--- config.mk ---
export PLATFORM = sky130hd
export DESIGN_NAME = ip_busctrl
export DESIGN_NICKNAME = d
export VERILOG_FILES = /design/src/rtl/busctrl_pkg.sv /design/src/rtl/ip_busctrl_decode.sv /design/src/rtl/ip_busctrl.sv
export SDC_FILE = /design/constraint.sdc
export NUM_CORES = 1
export LEC_CHECK = 0
export ABC_AREA = 1
export BUFFER_PORTS_ARGS = -buffer_cell sky130_fd_sc_hd__buf_2
export CAP_MARGIN = 5
export CORE_AREA = 2 2 59 61
export CTS_CLUSTER_DIAMETER = 40
export CTS_CLUSTER_SIZE = 25
export DETAILED_ROUTE_END_ITERATION = 6
export DIE_AREA = 0 0 61 63
export PLACE_DENSITY = 0.84
export SYNTH_ARGS = -nofsm -noshare
export SYNTH_HDL_FRONTEND = slang
export SYNTH_SLANG_ARGS = --single-unit
--- constraint.sdc ---
create_clock -name clk -period 2.15 [get_ports clk]
set_input_delay 0.43 -clock clk [delete_from_list [all_inputs] [get_ports clk]]
set_output_delay 0.43 -clock clk [all_outputs]
set_load 0.02 [all_outputs]
--- src/rtl/busctrl_pkg.sv ---
// Shared definitions for the internal bus controller: FSM encoding,
// the latched transaction record and the data returned on a timeout.
package busctrl_pkg;

    typedef enum logic [1:0] {
        ST_IDLE,
        ST_ISSUE,
        ST_WAIT,
        ST_DONE
    } busctrl_state_t;

    typedef struct packed {
        logic [1:0] sel;
        logic       rd;
    } busctrl_req_t;

    localparam logic [7:0] BUSCTRL_TIMEOUT_DATA = 8'hFF;

endpackage

--- src/rtl/ip_busctrl_decode.sv ---
// Combinational address decoder: per-device I/O and memory-page hits,
// chip selects, and the lowest-index device of the active cycle type.
module ip_busctrl_decode #(
    parameter int          NUM_DEV      = 4,
    parameter logic [31:0] DEV_IO_BASE  = 32'h00000000,
    parameter logic [31:0] DEV_IO_MASK  = 32'h00000000,
    parameter logic [15:0] DEV_MEM_PAGE = 16'h0000
) (
    input  logic [15:0]        bus_address,
    input  logic               bus_io,
    output logic [NUM_DEV-1:0] hit,
    output logic               io_cs,
    output logic               mem_cs,
    output logic [1:0]         sel_idx
);

    logic [NUM_DEV-1:0] io_hit;
    logic [NUM_DEV-1:0] mem_hit;
    logic [1:0]         page;

    assign page = bus_address[15:14];

    for (genvar i = 0; i < NUM_DEV; i++) begin : g_dev
        logic [7:0] base;
        logic [7:0] mask;
        assign base = DEV_IO_BASE[8*i +: 8];
        assign mask = DEV_IO_MASK[8*i +: 8];
        // A zero mask would match every address, so it means "no I/O window".
        assign io_hit[i]  = (mask != 8'h00) && (((bus_address[7:0] ^ base) & mask) == 8'h00);
        assign mem_hit[i] = DEV_MEM_PAGE[4*i + int'(page)];
    end

    assign io_cs  = |io_hit;
    assign mem_cs = |mem_hit;
    assign hit    = bus_io ? io_hit : mem_hit;

    always_comb begin
        sel_idx = 2'd0;
        for (int i = NUM_DEV - 1; i >= 0; i--) begin
            if (hit[i]) sel_idx = 2'(i);
        end
    end

endmodule

--- src/rtl/ip_busctrl.sv ---
// Internal bus controller: routes one latched bus request to a decoded
// device, strobes it once, and waits for its ack or a timeout.
module ip_busctrl
    import busctrl_pkg::*;
#(
    parameter int          NUM_DEV      = 4,
    parameter logic [31:0] DEV_IO_BASE  = 32'h00000000,
    parameter logic [31:0] DEV_IO_MASK  = 32'h00000000,
    parameter logic [15:0] DEV_MEM_PAGE = 16'h0000,
    parameter int          TIMEOUT      = 255
) (
    input  logic                 clk,
    input  logic                 n_reset,
    input  logic [15:0]          bus_address,
    input  logic [7:0]           bus_write_data,
    input  logic                 bus_read,
    input  logic                 bus_write,
    input  logic                 bus_io,
    input  logic                 bus_memory,
    output logic                 bus_io_cs,
    output logic                 bus_memory_cs,
    output logic                 bus_read_ready,
    output logic [7:0]           bus_read_data,
    output logic [NUM_DEV-1:0]   dev_rd,
    output logic [NUM_DEV-1:0]   dev_wr,
    output logic [15:0]          dev_address,
    output logic [7:0]           dev_wdata,
    input  logic [NUM_DEV-1:0]   dev_ack,
    input  logic [8*NUM_DEV-1:0] dev_rdata,
    output logic                 err_timeout,
    output logic                 err_overrun
);

    busctrl_state_t     state;
    busctrl_req_t       req_q;
    logic [7:0]         cnt;
    logic [NUM_DEV-1:0] dec_hit;
    logic [1:0]         dec_idx;
    logic [NUM_DEV-1:0] dec_oh;
    logic               req;
    logic [7:0]         sel_rdata;

    ip_busctrl_decode #(
        .NUM_DEV      (NUM_DEV),
        .DEV_IO_BASE  (DEV_IO_BASE),
        .DEV_IO_MASK  (DEV_IO_MASK),
        .DEV_MEM_PAGE (DEV_MEM_PAGE)
    ) u_decode (
        .bus_address (bus_address),
        .bus_io      (bus_io),
        .hit         (dec_hit),
        .io_cs       (bus_io_cs),
        .mem_cs      (bus_memory_cs),
        .sel_idx     (dec_idx)
    );

    assign req       = bus_read | bus_write;
    assign dec_oh    = NUM_DEV'(1) << dec_idx;
    assign sel_rdata = dev_rdata[{req_q.sel, 3'b000} +: 8];

    always_ff @(posedge clk or negedge n_reset) begin
        if (!n_reset) begin
            state          <= ST_IDLE;
            req_q          <= '0;
            cnt            <= '0;
            dev_rd         <= '0;
            dev_wr         <= '0;
            dev_address    <= '0;
            dev_wdata      <= '0;
            bus_read_ready <= 1'b1;
            bus_read_data  <= BUSCTRL_TIMEOUT_DATA;
            err_timeout    <= 1'b0;
            err_overrun    <= 1'b0;
        end else begin
            dev_rd      <= '0;
            dev_wr      <= '0;
            err_timeout <= 1'b0;
            // The in-flight transaction owns the bus; late requests are only flagged.
            err_overrun <= req && (state != ST_IDLE);
            case (state)
                ST_IDLE: begin
                    if (req && (bus_io || bus_memory) && (|dec_hit)) begin
                        state       <= ST_ISSUE;
                        req_q.sel   <= dec_idx;
                        req_q.rd    <= bus_read;
                        dev_address <= bus_address;
                        dev_wdata   <= bus_write_data;
                        if (bus_read) begin
                            bus_read_ready <= 1'b0;
                            dev_rd         <= dec_oh;
                        end else begin
                            dev_wr <= dec_oh;
                        end
                    end
                end
                ST_ISSUE: begin
                    state <= ST_WAIT;
                    cnt   <= '0;
                end
                ST_WAIT: begin
                    if (dev_ack[req_q.sel]) begin
                        state <= ST_DONE;
                        if (req_q.rd) begin
                            bus_read_data  <= sel_rdata;
                            bus_read_ready <= 1'b1;
                        end
                    end else if (cnt == 8'(TIMEOUT)) begin
                        state       <= ST_DONE;
                        err_timeout <= 1'b1;
                        if (req_q.rd) begin
                            bus_read_data  <= BUSCTRL_TIMEOUT_DATA;
                            bus_read_ready <= 1'b1;
                        end
                    end else begin
                        cnt <= cnt + 8'd1;
                    end
                end
                default: state <= ST_IDLE;
            endcase
        end
    end

endmodule

# Word level (Yosys, flattened, before mapping)

Memory sizes are Yosys's and may differ from the RTL's.
Index checks and enable logic that the tools add are counted.

Bits in registers: 56
Bits in read-only memories: 48
Input bits: 66
Output and inout bits: 45
Word-level logic and storage cells: 94
Memories: 3

Memory list:

| memory          | words | width | read ports | clocked after memory_dff | wr ports | line                    | text |
|---|---|---|---|---|---|---|---|
| (no name shown) | 16    | 1     | 1          | 0                        | 0        | ip_busctrl_decode.sv:30 | `assign mem_hit[i] = DEV_MEM_PAGE[4*i + int'(page)];` |
| (no name shown) | 16    | 1     | 1          | 0                        | 0        | ip_busctrl_decode.sv:30 |  |
| (no name shown) | 16    | 1     | 1          | 0                        | 0        | ip_busctrl_decode.sv:30 |  |

Add/sub/neg operators: 4
Magnitude comparators: 5
Equality and inequality tests: 10
Shifts and indexed selects: 2
Mux-type cells: 41
Bitwise gates (word level): 1
Reductions and logical operators: 16

Operators by type and width:

| cell                | number |
|---|---|
| $mux 8              | 6 |
| $lt 32x6->1 const B | 1 |
| $shiftx 32x6->8     | 1 |
| $mux 4              | 7 |
| $mux 1              | 16 |
| $pmux 8 s2          | 1 |
| $mux 2              | 7 |
| $ne 2x2->1 const B  | 6 |
| $add 4x2->5 const A | 2 |
| $lt 5x5->1 const B  | 2 |
| $add 8x1->8 const B | 1 |
| $eq 8x8->1 const B  | 1 |
| $reduce_and 4->1    | 2 |
| $reduce_bool 2->1   | 4 |
| $reduce_or 4->1     | 2 |
| $pmux 2 s3          | 1 |
| $lt 2x5->1 const B  | 1 |
| $add 3x2->4 const A | 1 |
| $bmux 1 s2          | 2 |
| $reduce_and 2->1    | 2 |
| $shl 1x2->4 const A | 1 |
| $logic_and 1x1->1   | 3 |
| $lt 2x3->1 const B  | 1 |
| $ne 3x3->1 const B  | 1 |
| other kinds (7)     | 7 |

# Depth between registers and ports, before layout

Gate-level depths: netlist of run 1.

Depth in word-level cells: 13
Gate-level depth with buffers: 8

# By module

Synthesis of run 1 repeated with hierarchy kept, for this count alone.

Cells, all modules: 341
Area total of the unflattened synthesis: 2771.4 sq um

Modules (own cells, without submodules):

| module            | instances | cells an instance | area each (sq um) | seq. area each (sq um) |
|---|---|---|---|---|
| ip_busctrl        | 1         | 332               | 2707.6            | 1412.6 |
| ip_busctrl_decode | 1         | 9                 | 63.8              | 0.0 |

# Worst setup path after synthesis of run 1

Ideal clock, no wire load.

Kind: register -> register
Start point: reg state[0]
End point: reg cnt[4]
Setup time: 0.117 ns
Arrival: 1.108 ns
Required time: 2.033 ns
Slack: 0.925 ns
Cell stages (with the launch flop): 9
Path buffers: 1
Clock period less this slack: 1.225 ns
Path through: dfrtp_1 inv_1 ha_1 inv_1 nor2_1 nand2_2 buf_6 nand3_1 nand2_1

Longest elaborated chain between the ends: 3
Elaborated cells on any way between the ends: 7
Classes of those cells: eq/ne: 4; mux: 1; reduce/logical: 2

RTL lines:

| what                                                      | line              | text |
|---|---|---|
| from (decl)                                               | ip_busctrl.sv:34  | `busctrl_state_t state;` |
| from (signal assigned)                                    | ip_busctrl.sv:63  | `state <= ST_IDLE;` |
| from (signal assigned)                                    | ip_busctrl.sv:83  | `state <= ST_ISSUE;` |
| from (signal assigned)                                    | ip_busctrl.sv:97  | `state <= ST_WAIT;` |
| $eq 2x2->1 or $eq 2x1->1 (tied branches)                  | ip_busctrl.sv:80  | `case (state)` |
| $ne 2x2->1 (no line) or $reduce_bool 2->1 (tied branches) | --                |  |
| $reduce_and 3->1 (no line)                                | --                |  |
| to (signal assigned)                                      | ip_busctrl.sv:115 | `cnt <= cnt + 8'd1;` |
| to (decl)                                                 | ip_busctrl.sv:36  | `logic [7:0] cnt;` |

Several ways; a longest one is shown, not always the timed one.
A chain may end at the register's enable or synchronous reset.

# Worst setup path in the final report of run 1

Start point: reg cnt[1]
End point: reg cnt[1]

Longest elaborated chain between the ends: 4
Elaborated cells on any way between the ends: 7
Classes of those cells: add/sub: 1; eq/ne: 2; mux: 3; reduce/logical: 1

RTL lines:

| what        | line              | text |
|---|---|---|
| $add 8x1->8 | ip_busctrl.sv:115 |  |
| $mux 8      | ip_busctrl.sv:107 | `end else if (cnt == 8'(TIMEOUT)) begin` |
| $mux 8      | ip_busctrl.sv:101 | `if (dev_ack[req_q.sel]) begin` |
| $pmux 8 s2  | ip_busctrl.sv:80  |  |

Several ways; a longest one is shown, not always the timed one. The select of a mux whose other input is x is not followed.

==> results of run 1 <==
-- layer usage --
layer	part of all wire, %	global-route usage [%]	wire [um]
met5	0	0	0
met4	0	1.63	0
met3	9.6	5.59	165
met2	47	15.5	799
met1	44	11.0	746
-- where the power goes --
part | internal, mW | switching, mW
logic | 0.00279 | 0.0607
registers | 0.396 | 0
clock network | 0.0695 | 0.119
-- flip-flops by register name (all words and copies together) (netlist names) --
name and flops:
bus_read_ready 1, err_timeout 1, err_overrun 1, state 2, cnt 8, bus_read_data 8
-- path summary, 6_finish.rpt --
| kind | start | to | slack [ns] | cells after the start |
|---|---|---|---|---|
| setup / recovery | cnt[1] | cnt[1] | 0.60 | 8 |
| hold reg to reg | bus_read_ready | bus_read_ready | 0.37 | 0 |
| min in group clk | dev_ack[0] | err_timeout | 0.29 | 2 |
| hold / removal | n_reset | cnt[6] | 0.05 | 1 |
| setup reg to reg | cnt[1] | cnt[1] | 0.60 | 8 |
| max in group asynchronous | n_reset | bus_read_data[5] | 1.76 | 1 |
-- per-stage QoR --
stage               area (um^2)  std cells  hold WS, ns  total power [mW]
CTS                        1210        200       0.0585             0.655
finish                     1210        200       0.0457             0.648
global placement           1180        196        0.356             0.465
floorplan                  1350        179        0.134             0.502
detailed placement         1180        196        0.356             0.466
global route               1210        200       0.0634             0.681
-- cell usage in the layout (no fill, tap or decap) --
cell type  Yosys  final
conb_1         1     34
nand2_1       33     33
buf_2          0     15
nand3_1       14     14
dfrtp_1       12     12
inv_1         10     10
dfstp_2        9      9
nor2_1         8      8
ha_1           5      5
clkbuf_4       0      3
nand2_2        2      2
o21ai_0        2      2
xor2_1         2      2
nor2_2         1      1
nor3_1         1      1
or2_2          1      1
a21oi_1        1      1
clkinv_2       0      1
-- cell families (layout without fill, tap and decap cells) --
family | after synthesis | count (layout)
and+or+nand+nor | 60 | 60
buffers and inverters | 54 | 29
DFF | 21 | 21
adders and majority gates | 5 | 5
AOI/OAI and AO/OA | 3 | 3
xor gates and xnor gates | 2 | 2
other | 1 | 34
-- cell type report --
type | instances | area (um^2)
fill | 339 | 2020
tap | 46 | 57.6
sequential | 21 | 537
timing repair buffer | 15 | 75.1
clock buffer | 3 | 22.5
inverter | 10 | 37.5
multi-input combinational | 104 | 477
clock inverter | 1 | 5.00
==> impl_metrics.toml, run 1 <==
[flow_run]
drv_cap = 0

[logic_synthesis]
yosys.area.top_type_share_pct = 24.5
netlist_instances = 146
synth_top_family_by_area = "buffers and inverters"
synthMostInstantiatedCell = "buf_4"
async_reset_ff_share_pct = 100
syn_avg_cell_area_um2 = 8.41
synth_seq_cells = 21
syn_area_um2 = 1230
yosys-top-cells-area = "dfrtp_1 24%, buf_4 21%, dfstp_2 19%"
synth_fa_ha_area_share_pct = 5.10
synth-compound-area-share_pct = 1.22
synth_xor_area_share_pct = 1.43
synthMuxAreaShare_pct = 0
synth.distinct_cells = 18
synth-seq-area-share_pct = 43.7
synth_common_cells = "34 x buf_4, 33 x nand2_1, 14 x nand3_1, 12 x dfrtp_1, 10 x inv_1"
synth_edf_count = 0
synth_ff_type = "dfrtp_1"
synth_simple_gate_area_share_pct = 20.7
yosysWarnings = 0
yosysTopAreaCell = "dfrtp_1"

[timing]
setup-tns-final_ns = 0
setup_ws_ns = 0.603
fmaxAchievable_ghz = 0.647
finalMaxSlewViolations = 0
period_minus_slack_ns = 1.55
setup_viol = 0
rsz0062_at_grt = "no"
period_share_pct = 71.9
finalClockSkew_ns = 0.00476
finalHoldViolCount = 0

[status]
status = "completed"

[setup_path]
critical_path.slowest_cell = "dfrtp_1"
critical_path_required_ns = 2.35
worstPathArrival_ns = 1.75
setup.worst_path.class = "reg -> reg"
max_stage_delay_ns = 0.42
endpoint_kind = "flip-flop"
critPathTopFamily = "simple AND/OR/NAND/NOR gates"
startpoint_type = "flip-flop"
cp_num_buf_inv = 1
cp_max_fo = 12
timing.critical_path.mode_cell = "nand2_1"
path_cells = "ha_1 -> nand2_1 -> nor2_2 -> nand2_2 -> nand2_2 -> inv_1 -> nand2_1 -> nand2_1"

[finish]
fin_nets = 226
drive_above_1_share_pct = 20.8
utilization_pct = 37.5
antennaDiodeCount = 0
area_growth_syn_to_layout_pct = -1.33

[pwr]
p_leak_nw = 0.669
p_per_area_nw_per_um2 = 535
vdd_drop_max_mv = 0.263

[floorplanning]
design.portCount = 111
start_util_pct = 38.0
die-width_um = 61
core_area_um2 = 3230
die_area_um2 = 3840
die_y_um = 63
rows = 21

[clock_tree]
cts_buffers = 3
cts_tree = "built"
cts_sinks = 21
clockBufferDepth = 2
htree_num_levels = 1
post_cts.repair.setup_buffers = 0
path_clk_slew_ns = 0.12
clk_latency_ns = 0.30
cts-resized-gates = 0
ctsHoldBuffers = 0
clock-root-buffer = "clkbuf_4"

[route]
drc_errors = 0
wl_per_cell_um = 8.56
vias = 766
dr.pass1.iters = 4
viasPerCell = 3.83
routed_wirelength_mm = 1.71
antenna_left = 0
drt_iter0_drc = 21

[place]
preCtsSetupSlack_ns = 0.626
place.gp.congestion = 0.795
portBuffers = 15
dp_hpwl_mm = 1.31

[global_routing]
gr-total-overflow = 0
track_usage_pct = 9.59
antenna_found_initial = 0
grt_max_degree = 22
grt_pass1_vias = 683
grt_pass1_wl_mm = 2.77

[min_path]
worstHoldPathType = "in -> async"
(Power assumes the default switching activity.)
==> run 2: changes to the inputs <==
--- a/config.mk
+++ b/config.mk
@@ -8,12 +8,12 @@
 export ABC_AREA = 1
 export BUFFER_PORTS_ARGS = -buffer_cell sky130_fd_sc_hd__buf_2
 export CAP_MARGIN = 5
-export CORE_AREA = 2 2 59 61
+export CORE_AREA = 2 2 64 66
 export CTS_CLUSTER_DIAMETER = 40
 export CTS_CLUSTER_SIZE = 25
 export DETAILED_ROUTE_END_ITERATION = 6
-export DIE_AREA = 0 0 61 63
-export PLACE_DENSITY = 0.84
+export DIE_AREA = 0 0 66 68
+export PLACE_DENSITY = 0.76
 export SYNTH_ARGS = -nofsm -noshare
 export SYNTH_HDL_FRONTEND = slang
 export SYNTH_SLANG_ARGS = --single-unit
==> constraint.sdc (replaced) <==
create_clock -name clk -period 1.4 [get_ports clk]
set_input_delay 0.28 -clock clk [delete_from_list [all_inputs] [get_ports clk]]
set_output_delay 0.28 -clock clk [all_outputs]
set_load 0.02 [all_outputs]
==> run 2 against run 1 <==
Maximum frequency increased by 20%. Sequential cell count is the same. Worst setup slack got worse by 0.49 ns. Register-to-register slack worse by 0.49 ns. Wire length is 4.3% higher. Final area increased by 9.1%. Die area rose by 17%. Sequential share of layout area down 3.7 points. Final cell count grew 7.0%. Combinational power increased by 57%. First-iteration DRC count rose to 3.0 times the previous value. Global-route usage decreased by 0.39 points. Critical path type unchanged. Largest cell class unchanged.
==> impl_metrics.toml, run 2 (synthesis gave the netlist of run 1 again) <==
[status]
status = "completed"

[setup_path]
startpoint_type = "flip-flop"
endpoint_kind = "flip-flop"
cp_max_fo = 6
regToRegSetupSlack_ns = 0.12
worstReg2RegEnd = "cnt[6]"
reg2reg_depth = 8
worstPathArrival_ns = 1.44
setup.worst_path.class = "reg -> reg"
r2r-start = "state[0]"
critical_path_required_ns = 1.56

[route]
dr.pass1.iters = 4
highest_layer = "met4"
antenna_left = 0
wl_met2_um = 884
wl_met1_um = 720
wl_per_cell_um = 8.35
viasPerCell = 3.88
drt_iter0_drc = 62
routed_wirelength_mm = 1.79
drc_errors = 0
wl_met3_um = 148
vias = 830

[timing]
period_share_pct = 91.7
finalMaxSlewViolations = 0
rsz0062_at_grt = "no"
finalClockSkew_ns = 0.00352
finalHoldViolCount = 0
whs_ns = 0.209
setup-tns-final_ns = 0
period_minus_slack_ns = 1.28
fmaxAchievable_ghz = 0.779
setup_viol = 0

[clock_tree]
htree_num_levels = 1
path_clk_slew_ns = 0.07
cts_buffers = 3
cts_sinks = 21
clk_latency_ns = 0.26
clock-root-buffer = "clkbuf_8"
cts_tree = "built"
clockBufferDepth = 2

[finish]
drive_above_1_share_pct = 26.2
final_common_cell = "conb_1"
design_area_um2 = 1320
fin_cells = 214
area_growth_syn_to_layout_pct = 7.65
final_cell_mix = "34 x conb_1, 32 x nand2_1, 15 x buf_2"
fin_nets = 236
antennaDiodeCount = 0
reg_top3 = "bus_read_data: 8 flops, cnt: 8 flops, state: 2 flops"

[place]
dp_hpwl_mm = 1.39
place.gp.congestion = 0.779
portBuffers = 15
placed_area_um2 = 1260
placed_cells = 209

[pwr]
vdd_drop_max_mv = 0.297
finalPower_mw = 1.10
p_leak_nw = 0.723
p_per_area_nw_per_um2 = 830

[floorplanning]
core_area_um2 = 3860
start_util_pct = 31.8
die_y_um = 68
rows = 23
die-width_um = 66
die_area_um2 = 4490
design.portCount = 111

[global_routing]
grt_pass1_vias = 764
gr-total-overflow = 0
grt_max_degree = 22
track_usage_pct = 9.20
grt_pass1_wl_mm = 3.10
antenna_found_initial = 0

[min_path]
worstHoldPathType = "in -> reg"
hold_depth = 2
min_to = "err_timeout"
min-delay-start = "dev_ack[0]"

[flow_run]
drv_cap = 0
## run 2: cell count changes in the layout (fill, tap and decap cells not counted), sizes merged
cell         delta
buf             +9
clkbuf          +1
clkinv          -1
dlygate4sd3     +1
## run 2: how the worst max path moves through the flow
stage | cells past startpoint | end | startpoint | slack (ns)
6_report | 8 | cnt[6] | state[0] | 0.12
5_1_grt | 7 | cnt[2] | state[0] | 0.01
4_1_cts | 8 | cnt[3] | state[0] | 0.02
3_5_place_dp | 8 | cnt[0] | state[0] | 0.04
3_3_place_gp | 8 | cnt[0] | state[0] | 0.09
2_1_floorplan | 8 | cnt[4] | state[0] | 0.17
## run 2: final cells by class
class                   instances  area (um^2)
fillers                       389         2530
flip-flops and latches         21          537
multi-input cells             104          487
repair buffers                 25          153
well taps                      50         62.6
clock buffers                   4         45.0
inverters                      10         37.5
## run 2: timing repair
item | in CTS | in global routing
buffers inserted | 0 | 0
resized for setup | 0 | 4
hold endpoints to repair | 12 | 0
hold buffers | 1 | 0
setup endpoints to repair | 0 | 9
## run 2: where the power goes
group,internal [mW],switching [mW]
Sequential,0.608,0
Combinational,0.00615,0.0938
Clock,0.203,0.187
Total,0.816,0.281
## run 2: per-layer routing
| layer | vias to the layer above | GRT usage, % |
|---|---|---|
| li1 | 412 | - |
| met5 | - | 0 |
| met4 | 0 | 5.61 |
| met3 | 5 | 2.47 |
| met2 | 38 | 16.9 |
| met1 | 375 | 9.31 |
## run 2: critical path, cell delays in order, from the launching register on
cell     delay [ns]
dfrtp_1        0.38
inv_1          0.09
ha_1           0.14
inv_1          0.05
nor2_2         0.15
nand2_4        0.09
buf_4          0.16
nand3_1        0.06
nand2_1        0.05
## run 2: metrics by stage
stage                     setup WS (ns)  util [%]
after global routing             0.0103      34.3
after detailed placement         0.0448      32.6
after global placement           0.0906      32.6
after CTS                        0.0196      34.0
after floorplan                   0.175         -
final                             0.116      34.3
